### src/rtl/mipsfpga_ahb_lcd_ctrl_pkg.sv
// Shared definitions for the LCD command sequencer: FSM states and queue entry layout.
package mipsfpga_ahb_lcd_ctrl_pkg;

    // Sequencer states: pop an entry, pulse the SPI engine, wait for it, then settle.
    typedef enum logic [2:0] {
        LCD_S_IDLE = 3'd0,
        LCD_S_SEND = 3'd1,
        LCD_S_ARM  = 3'd2,
        LCD_S_WAIT = 3'd3,
        LCD_S_GAP  = 3'd4
    } lcd_state_t;

    // Queue entry layout: {long, rs, data[7:0]}
    localparam int LCD_ENTRY_W = 10;
    localparam int LCD_F_LONG  = 9;
    localparam int LCD_F_RS    = 8;

    // Larger of two integers, used to size the settle counter.
    function automatic int max_int(input int a, input int b);
        return (a > b) ? a : b;
    endfunction

endpackage

### src/rtl/mipsfpga_ahb_lcd_fifo.sv
// Synchronous FIFO holding queued LCD entries; flush empties it on the next edge.
module mipsfpga_ahb_lcd_fifo #(
    parameter int DEPTH = 8,
    parameter int WIDTH = 10
) (
    input  logic                     clk,
    input  logic                     rst_n,
    input  logic                     push,
    input  logic                     pop,
    input  logic                     flush,
    input  logic [WIDTH-1:0]         wr_data,
    output logic [WIDTH-1:0]         rd_data,
    output logic [$clog2(DEPTH):0]   level,
    output logic                     full,
    output logic                     empty
);

    localparam int PTR_W = $clog2(DEPTH);

    logic [WIDTH-1:0] mem [DEPTH];
    logic [PTR_W-1:0] wr_ptr;
    logic [PTR_W-1:0] rd_ptr;
    logic             push_ok;
    logic             pop_ok;

    // A full FIFO still accepts a push when the head leaves in the same cycle.
    assign push_ok = push & ~flush & (~full | pop_ok);
    assign pop_ok  = pop & ~empty & ~flush;
    assign full    = (level == ($clog2(DEPTH)+1)'(DEPTH));
    assign empty   = (level == '0);
    assign rd_data = mem[rd_ptr];

    // Storage array; no reset needed because reads are only consumed when non-empty.
    always_ff @(posedge clk) begin
        if (push_ok) begin
            mem[wr_ptr] <= wr_data;
        end
    end

    // Pointers wrap naturally at DEPTH (power of two); the level tracks occupancy.
    always_ff @(posedge clk or negedge rst_n) begin
        if (!rst_n) begin
            wr_ptr <= '0;
            rd_ptr <= '0;
            level  <= '0;
        end else if (flush) begin
            wr_ptr <= '0;
            rd_ptr <= '0;
            level  <= '0;
        end else begin
            if (push_ok) begin
                wr_ptr <= wr_ptr + 1'b1;
            end
            if (pop_ok) begin
                rd_ptr <= rd_ptr + 1'b1;
            end
            if (push_ok && !pop_ok) begin
                level <= level + 1'b1;
            end else if (!push_ok && pop_ok) begin
                level <= level - 1'b1;
            end
        end
    end

endmodule

### src/rtl/mipsfpga_ahb_lcd_ctrl.sv
// LCD command sequencer: queues CPU-written entries and feeds them to the SPI engine one by one.
module mipsfpga_ahb_lcd_ctrl
    import mipsfpga_ahb_lcd_ctrl_pkg::*;
#(
    parameter int DEPTH       = 8,
    parameter int GAP_CYCLES  = 50,
    parameter int LONG_CYCLES = 100000
) (
    input  logic                    HCLK,
    input  logic                    HRESETn,
    input  logic                    wr_en,
    input  logic [LCD_ENTRY_W-1:0]  wr_data,
    input  logic                    flush,
    input  logic                    clr_ovf,
    output logic [$clog2(DEPTH):0]  fifo_level,
    output logic                    fifo_full,
    output logic                    fifo_empty,
    output logic                    busy,
    output logic                    overflow,
    output logic [7:0]              spi_data,
    output logic                    spi_rs,
    output logic                    spi_send,
    input  logic                    spi_done
);

    localparam int CNT_MAX = max_int(max_int(LONG_CYCLES, GAP_CYCLES), 1);
    localparam int CNT_W   = $clog2(CNT_MAX + 1);
    localparam logic [CNT_W-1:0] LONG_LOAD = (LONG_CYCLES > 0) ? CNT_W'(LONG_CYCLES - 1) : '0;
    localparam logic [CNT_W-1:0] GAP_LOAD  = (GAP_CYCLES > 0)  ? CNT_W'(GAP_CYCLES - 1)  : '0;

    lcd_state_t             state;
    lcd_state_t             state_next;
    logic [CNT_W-1:0]       cnt;
    logic [CNT_W-1:0]       cnt_next;
    logic                   long_q;
    logic                   pop;
    logic                   ovf_set;
    logic [LCD_ENTRY_W-1:0] head;

    mipsfpga_ahb_lcd_fifo #(
        .DEPTH (DEPTH),
        .WIDTH (LCD_ENTRY_W)
    ) u_fifo (
        .clk     (HCLK),
        .rst_n   (HRESETn),
        .push    (wr_en),
        .pop     (pop),
        .flush   (flush),
        .wr_data (wr_data),
        .rd_data (head),
        .level   (fifo_level),
        .full    (fifo_full),
        .empty   (fifo_empty)
    );

    // A push into a full FIFO is dropped unless the head leaves in the same cycle.
    assign ovf_set = wr_en & ~flush & fifo_full & ~pop;
    assign busy    = (state != LCD_S_IDLE) | ~fifo_empty;

    // Next-state logic: pop, pulse send, skip the engine latency cycle, wait for done, settle.
    always_comb begin
        state_next = state;
        cnt_next   = cnt;
        pop        = 1'b0;
        spi_send   = 1'b0;
        case (state)
            LCD_S_IDLE: begin
                if (!fifo_empty && !flush) begin
                    pop        = 1'b1;
                    state_next = LCD_S_SEND;
                end
            end
            LCD_S_SEND: begin
                spi_send   = 1'b1;
                state_next = LCD_S_ARM;
            end
            LCD_S_ARM: begin
                state_next = LCD_S_WAIT;
            end
            LCD_S_WAIT: begin
                if (spi_done) begin
                    if (long_q && (LONG_CYCLES > 0)) begin
                        cnt_next   = LONG_LOAD;
                        state_next = LCD_S_GAP;
                    end else if (!long_q && (GAP_CYCLES > 0)) begin
                        cnt_next   = GAP_LOAD;
                        state_next = LCD_S_GAP;
                    end else begin
                        state_next = LCD_S_IDLE;
                    end
                end
            end
            LCD_S_GAP: begin
                if (cnt == '0) begin
                    state_next = LCD_S_IDLE;
                end else begin
                    cnt_next = cnt - 1'b1;
                end
            end
            default: begin
                state_next = LCD_S_IDLE;
            end
        endcase
    end

    // State, settle counter and the latched byte that stays on the SPI bus until the next pop.
    always_ff @(posedge HCLK or negedge HRESETn) begin
        if (!HRESETn) begin
            state    <= LCD_S_IDLE;
            cnt      <= '0;
            long_q   <= 1'b0;
            spi_data <= 8'h00;
            spi_rs   <= 1'b0;
        end else begin
            state <= state_next;
            cnt   <= cnt_next;
            if (pop) begin
                long_q   <= head[LCD_F_LONG];
                spi_rs   <= head[LCD_F_RS];
                spi_data <= head[7:0];
            end
        end
    end

    // Sticky overflow flag; a drop in the same cycle as a clear keeps it set.
    always_ff @(posedge HCLK or negedge HRESETn) begin
        if (!HRESETn) begin
            overflow <= 1'b0;
        end else if (ovf_set) begin
            overflow <= 1'b1;
        end else if (clr_ovf) begin
            overflow <= 1'b0;
        end
    end

endmodule

### config.mk
export PLATFORM = sky130hd
export DESIGN_NAME = mipsfpga_ahb_lcd_ctrl
export DESIGN_NICKNAME = d
export VERILOG_FILES = /design/src/rtl/mipsfpga_ahb_lcd_ctrl_pkg.sv /design/src/rtl/mipsfpga_ahb_lcd_fifo.sv /design/src/rtl/mipsfpga_ahb_lcd_ctrl.sv
export SDC_FILE = /design/constraint.sdc
export NUM_CORES = 1
export LEC_CHECK = 0
export CAP_MARGIN = 10
export CORE_MARGIN = 2
export CORE_UTILIZATION = 50
export CTS_CLUSTER_SIZE = 30
export DETAILED_ROUTE_END_ITERATION = 8
export GPL_ROUTABILITY_DRIVEN = 1
export PLACE_DENSITY = 0.69
export SKIP_CTS_REPAIR_TIMING = 1
export SYNTH_ARGS = -nofsm -noshare
export SYNTH_HDL_FRONTEND = slang
export SYNTH_SLANG_ARGS = --single-unit
### constraint.sdc
create_clock -name HCLK -period 3.8 [get_ports HCLK]
set_input_delay 0.76 -clock HCLK [delete_from_list [all_inputs] [get_ports HCLK]]
set_output_delay 0.76 -clock HCLK [all_outputs]
set_load 0.02 [all_outputs]
==> results by group, run 1 <==
STA
  – Final hold vios: 0
  – Max Fclk: 312.9 MHz
  – Slew Viols, Final: 0
  – Worst-margin pin slew: 1.045 ns
  – Relative slew slack: 0.3033
  – RSZ-0062 raised after global routing: no
  – Setup TNS: 0 ns
  – Final setup fails: 0
  – Setup Skew: 0.008361 ns
  – Final worst path period need: 3.196 ns
  – Final Cycle Share: 0.8411

Synth
  – Post-synthesis compound-gate area fraction: 0.08023
  – Seq/Total Area, Yosys: 0.6622
  – Mean Syn Cell Area: 14.71 µm²
  – Syn_nets: 374
  – Post-synth EDFFs: 80
  – Mux share of post-synthesis cell area: 0.1102
  – FF+latch count, synth: 121
  – Main combinational cell family by area after synthesis: multiplexers
  – Cell Area, Synth: 5177 µm²
  – Main flop type after synthesis: edfxtp_1
  – Synth Area in Adders: 0.01595
  – Post-synthesis xor/xnor area fraction: 0.006767
  – Synth top area cells: edfxtp_1, dfrtp_1, mux4_2, o21ai_0, mux2i_1
  – Syn. warnings: 0
  – Cells after synthesis: 352
  – Yosys top cell by area: edfxtp_1
  – Netlist cell types: 55
  – Simple-gate share of the synthesized area: 0.1073
  – Ys async rst share: 0.3388
  – Post-synth top area share: 0.4640

Clock network
  – TritonCTS Buffers: 17
  – Worst-Skew Late Latency: 0.52 ns
  – CTS root buf: clkbuf_8
  – CTS tree: built
  – Sink Count: 121
  – CTS clk-pin slew, worst paths: 0.06 ns
  – CTS Buffer Depth: 2
  – Htree depth: 4

Global route
  – Number of global-route vias before repair: 3,115
  – GRT Total Usage: 0.1960
  – GR Overflow Total: 0
  – Initial antenna violation count: 0
  – Largest net degree at the start of global routing: 42
  – First-pass GRT wire length: 16.20 mm

Die
  – DIE AREA: 11,190 µm²
  – Die width: 105.8 µm
  – Vert. Die Dim: 105.8 µm
  – Core area: 10,180 µm²
  – FP Rows: 37
  – Top-level port count: 34
  – Initial Util: 0.5084

Final layout
  – Area Overhead vs Synth: 21.73%
  – Ant. Diodes: 0
  – Final Util: 0.6188
  – Layout cells sized above 1: 0.1847
  – Layout Nets: 426
  – Fillers: 771

Power and ir drop
  – Pwr Density: 718.0 nW/µm²
  – Worst-case vdd ir drop: 0.0005278 V
  – Leak: 2.242 nW

Worst setup path
  – Arrival @ worst endpoint: 2.44 ns
  – Setup Crit Path Kind: reg -> out
  – Startpoint Class: flop
  – CP Capture Type: primary output
  – Crit path max fanout: 9
  – Required @ worst endpoint: 3.04 ns

Min path
  – Tightest Hold Check Type: in -> async

Placement
  – DP HPWL: 6.377 mm
  – GP Congestion: 0.8204
  – Count of buffers from port buffering: 33

Detailed routing
  – DRT iter0 DRCs: 208
  – Number of nets with antenna violations after routing: 0
  – Total wire length: 10.21 mm
  – DRC: 0
  – Vias/cell: 5.684
  – WL/cell: 18.46 µm
  – Pre-antenna DRT Iters: 4
  – Routed via count: 3,143

Status
  – Status: finished, final reports clean

Job
  – Maxcap violations: 0
flip-flops by register name (all words and copies together) (netlist names):
name / cells
cnt: 17
long_q: 1
overflow: 1
spi_data: 8
spi_rs: 1
state: 3
u_fifo.level: 4
u_fifo.mem: 80
u_fifo.rd_ptr: 3
u_fifo.wr_ptr: 3
report_power, final:
group,switching (W),internal [W],leakage (nW),total [W]
Sequential,0.000231,0.00159,1.24,0.00182
Clock,0.000580,0.000999,0.271,0.00158
Combinational,0.000569,0.000556,0.733,0.00112
cell usage in the layout, fill, tap and decap left out, drive strengths merged, types with 2 or more instances in the layout:
master and count:
and2 2, nor2 24, a21oi 14, o21ai 28, bufinv 3, dfrtp 41, a32oi 2, clkbuf 18
nand2b 10, ha 5, a22o 2, a21o 3, mux4 20, or4 4, nand2 28, inv 12
o31ai 3, buf 13, xor2 2, nor4 8, nor3 12, or3 4, mux2i 12, xnor2 2
or2 3, o21a 3, clkdlybuf4s50 32, edfxtp 80, clkinv 4, clkinvlp 5
routing by layer:
metal	track usage	part of all wire
met1	0.2497	0.45
met2	0.3171	0.51
met3	0.05813	0.036
met4	0.07801	0.012
met5	0	0
stage by stage:
stage	setup slack, ns	power [W]	cells	hold WS [ns]	cell area [µm²]
2_1_floorplan	1.019	0.002551	352	0.4488	5177
3_3_place_gp	0.5447	0.002945	521	0.4651	5713
3_5_place_dp	0.4767	0.002976	521	0.4762	5713
4_1_cts	0.6267	0.004558	553	0.3986	6302
5_1_grt	0.5359	0.004750	553	0.4464	6302
6_report	0.6037	0.004525	553	0.3742	6302
cells by family (layout without fill, tap and decap cells):
kind of cell / count (synthesis) / in the layout
AOI/OAI and AO/OA: 65 / 65
adders and majority gates: 6 / 6
and+or+nand+nor: 102 / 102
DFF: 121 / 121
muxes: 32 / 32
buffers and inverters: 22 / 87
xor gates and xnor gates: 4 / 4
worst max-delay path, cell delays in order (launching register included):
cell and delay [ns]:
dfrtp_1 0.46, nor4_2 0.71, clkdlybuf4s50_1 0.74
synth_stat cells (5+ instances only):
| cell type | count |
|---|---|
| nand2b_1 | 10 |
| edfxtp_1 | 80 |
| inv_1 | 9 |
| dfrtp_1 | 41 |
| nand2_1 | 28 |
| nor2_1 | 24 |
| o21ai_0 | 27 |
| clkbuf_1 | 8 |
| a21oi_1 | 13 |
| nor3_1 | 11 |
| ha_1 | 5 |
| mux2i_1 | 12 |
| mux4_2 | 20 |
final timing paths:
kind / slack, ns / to / from / cells past startpoint
min in group HCLK: 0.48 / spi_data[2]$_DFFE_PN0N_ / spi_data[2]$_DFFE_PN0N_ / 2
hold / removal: 0.37 / u_fifo.level[1]$_DFFE_PN0P_ / HRESETn / 1
setup reg to reg: 1.12 / u_fifo.level[3]$_DFFE_PN0P_ / u_fifo.level[1]$_DFFE_PN0P_ / 8
setup / recovery: 0.60 / fifo_empty / u_fifo.level[1]$_DFFE_PN0P_ / 2
hold reg to reg: 0.48 / spi_data[2]$_DFFE_PN0N_ / spi_data[2]$_DFFE_PN0N_ / 2
max in group asynchronous: 2.85 / spi_data[3]$_DFFE_PN0N_ / HRESETn / 1
final cells by class:
type                            count  area (µm²)  share of cell area
Clock buffer                       18       417.9             0.06631
Clock inverter                     14       171.4             0.02720
Inverter                           10       40.04            0.006353
Multi-Input combinational cell    209        1659              0.2633
Sequential cell                   121        3428              0.5440
Tap cell                          136       170.2             0.02700
Timing Repair Buffer               45       415.4             0.06591
Power figures use the tool's default switching activity.
==> run 2: changes to the inputs <==
- clock period: 3.8 -> 3 ns (I/O delays scaled with it)
==> results by group, run 2 (synthesized netlist as in run 1, its figures left out) <==
Detailed routing
  – WL/cell: 17.52 µm (-5.1%)
  – Total wire length: 9.811 mm (-3.9%)
  – Vias/cell: 5.577 (-1.9%)
  – Number of nets with antenna violations after routing: 0 (unchanged)
  – DRC: 0 (unchanged)
  – Routed via count: 3,123 (-0.64%)
  – Pre-antenna DRT Iters: 4 (unchanged)
  – DRT iter0 DRCs: 181 (-13%)

STA
  – Worst hold margin: 0.2204 ns (-0.1538 ns)
  – Final setup fails: 0 (unchanged)
  – Max Fclk: 357.7 MHz
  – Slew Viols, Final: 0 (unchanged)
  – Final worst path period need: 2.796 ns
  – Setup Skew: 0.008146 ns (-0.0002154 ns)
  – Final Cycle Share: 0.9320
  – Relative slew slack: 0.3866 (+0.08338)
  – RSZ-0062 raised after global routing: no
  – Final hold vios: 0 (unchanged)
  – Worst-margin pin slew: 0.9200 ns (-0.1251 ns)

Final layout
  – Commonest non-fill, non-tap cell in the layout: edfxtp_1
  – Layout Nets: 433 (+1.6%)
  – Fillers: 770 (-0.13%)
  – Layout cells sized above 1: 0.2028 (+0.01818)
  – Biggest register: u_fifo.mem
  – Area Overhead vs Synth: 22.28%
  – Most frequent cells in the layout: edfxtp_1, dfrtp_1, clkdlybuf4s50_1, nand2_1, o21ai_0
  – Largest register FFs: 80 (unchanged)
  – Post-route cell area: 6331 µm² (+0.46%)
  – Multi-input combinational cell area: 1659 µm² (unchanged)
  – Register area: 3428 µm² (unchanged)
  – Top Registers: u_fifo.mem: 80 flops, cnt: 17 flops, spi_data: 8 flops
  – Layout Cells excl Fill: 560 (+1.3%)
  – Ant. Diodes: 0 (unchanged)

Power and ir drop
  – Pwr Density: 895.6 nW/µm² (+25%)
  – Pwr Total: 0.005670 W (+25%)
  – Switch share: 0.3151 (+0.01033)
  – Comb pwr share: 0.260 (+0.011)
  – Sequential group share of total power: 0.403 (about the same)
  – Leak: 2.273 nW (+1.4%)
  – Clock share of power: 0.337 (-0.012)
  – Sw Pwr: 0.001787 W (+30%)
  – Worst-case vdd ir drop: 0.0004638 V (-12%)
  – Internal power: 0.003884 W (+23%)

Job
  – Maxcap violations: 0 (unchanged)

Placement
  – DP HPWL: 6.360 mm (-0.25%)
  – Post-DP Area: 5766 µm² (+0.92%)
  – Count of buffers from port buffering: 33 (unchanged)
  – GP Congestion: 0.8297 (+1.1%)
  – Dpl cells: 528 (+1.3%)

Die
  – Die width: 105.8 µm (unchanged)
  – Top-level port count: 34 (unchanged)
  – Vert. Die Dim: 105.8 µm (unchanged)
  – DIE AREA: 11,190 µm² (unchanged)
  – Initial Util: 0.5084 (unchanged)
  – Core area: 10,180 µm² (unchanged)
  – FP Rows: 37 (unchanged)

Worst setup path
  – Arrival @ worst endpoint: 2.20 ns (-0.24 ns)
  – Worst r2r src: state[1]$_DFFE_PN0P_
  – Crit path max fanout: 7 (-2)
  – Critical path's slowest cell: clkdlybuf4s50_1
  – Startpoint Class: flop
  – Crit path from: u_fifo.level[1]$_DFFE_PN0P_
  – CP Capture Type: primary output
  – CP top delay family: buffers and inverters
  – Required @ worst endpoint: 2.40 ns (-0.64 ns)
  – Setup Crit Path Kind: reg -> out
  – Cells along the critical path: nor4_2 > buf_4 > nand2_1 > clkdlybuf4s50_1
  – Max stage delay on crit path: 0.54 ns (-0.20 ns)
  – Worst path bufs/invs: 2 (+1)

Global route
  – First-pass GRT wire length: 16.06 mm (-0.85%)
  – Number of global-route vias before repair: 3,061 (-1.7%)
  – GR Overflow Total: 0 (unchanged)
  – GRT Total Usage: 0.1916 (-0.004370)
  – Initial antenna violation count: 0 (unchanged)
  – Largest net degree at the start of global routing: 42 (unchanged)

Clock network
  – TritonCTS Buffers: 17 (unchanged)
  – CTS root buf: clkbuf_8
  – Htree depth: 4 (unchanged)
  – CTS Buffer Depth: 2 (unchanged)
  – Sink Count: 121 (unchanged)
  – CTS clk-pin slew, worst paths: 0.06 ns (about the same)
  – CTS tree: built
  – Worst-Skew Late Latency: 0.51 ns (about the same)

Min path
  – Tightest Hold Check Type: in -> async

Status
  – Status: finished, final reports clean
run 2: through the flow:
step | setup slack (ns) | utilization | TNS [ns]
floorplan | 0.2669 | - | 0
global placement | 0.005548 | 0.5661 | 0
detailed placement | -0.05206 | 0.5661 | -0.05206
CTS | 0.1604 | 0.6216 | 0
global route | 0.05926 | 0.6216 | 0
finish | 0.2040 | 0.6216 | 0
run 2: worst paths after layout:
kind	to	cells after the start	slack [ns]
worst max-delay path	busy	4	0.20
worst min-delay path	u_fifo.level[1]$_DFFE_PN0P_	1	0.22
worst max register to register	u_fifo.level[3]$_DFFE_PN0P_	8	0.54
worst min register to register	cnt[11]$_DFFE_PN0P_	1	0.48
max in group asynchronous	spi_data[0]$_DFFE_PN0N_	1	2.20
min in group HCLK	cnt[11]$_DFFE_PN0P_	1	0.48
run 2: routing by layer:
metal,track usage,wire length (µm),vias to the layer above
met3,0.04391,387,10
met4,0.07707,98,0
met5,0,0,-
met2,0.2986,4828,66
li1,-,-,1472
met1,0.2632,4497,1575
run 2: power groups by stage:
stage | Sequential, W | Clock (W) | Combinational [W]
2_1_floorplan | 0.00233 | 0 | 0.000906
3_3_place_gp | 0.00231 | 0 | 0.00145
3_5_place_dp | 0.00232 | 0 | 0.00149
4_1_cts | 0.00229 | 0.00195 | 0.00149
5_1_grt | 0.00233 | 0.00201 | 0.00162
6_report | 0.00228 | 0.00191 | 0.00148
run 2: final cells by class:
cell class,count,area share
flip-flops and latches,121,0.5415
multi-input cells,209,0.2621
repair buffers,52,0.07391
clock buffers,18,0.06759
well taps,136,0.02688
clock inverters,14,0.02174
inverters,10,0.006324
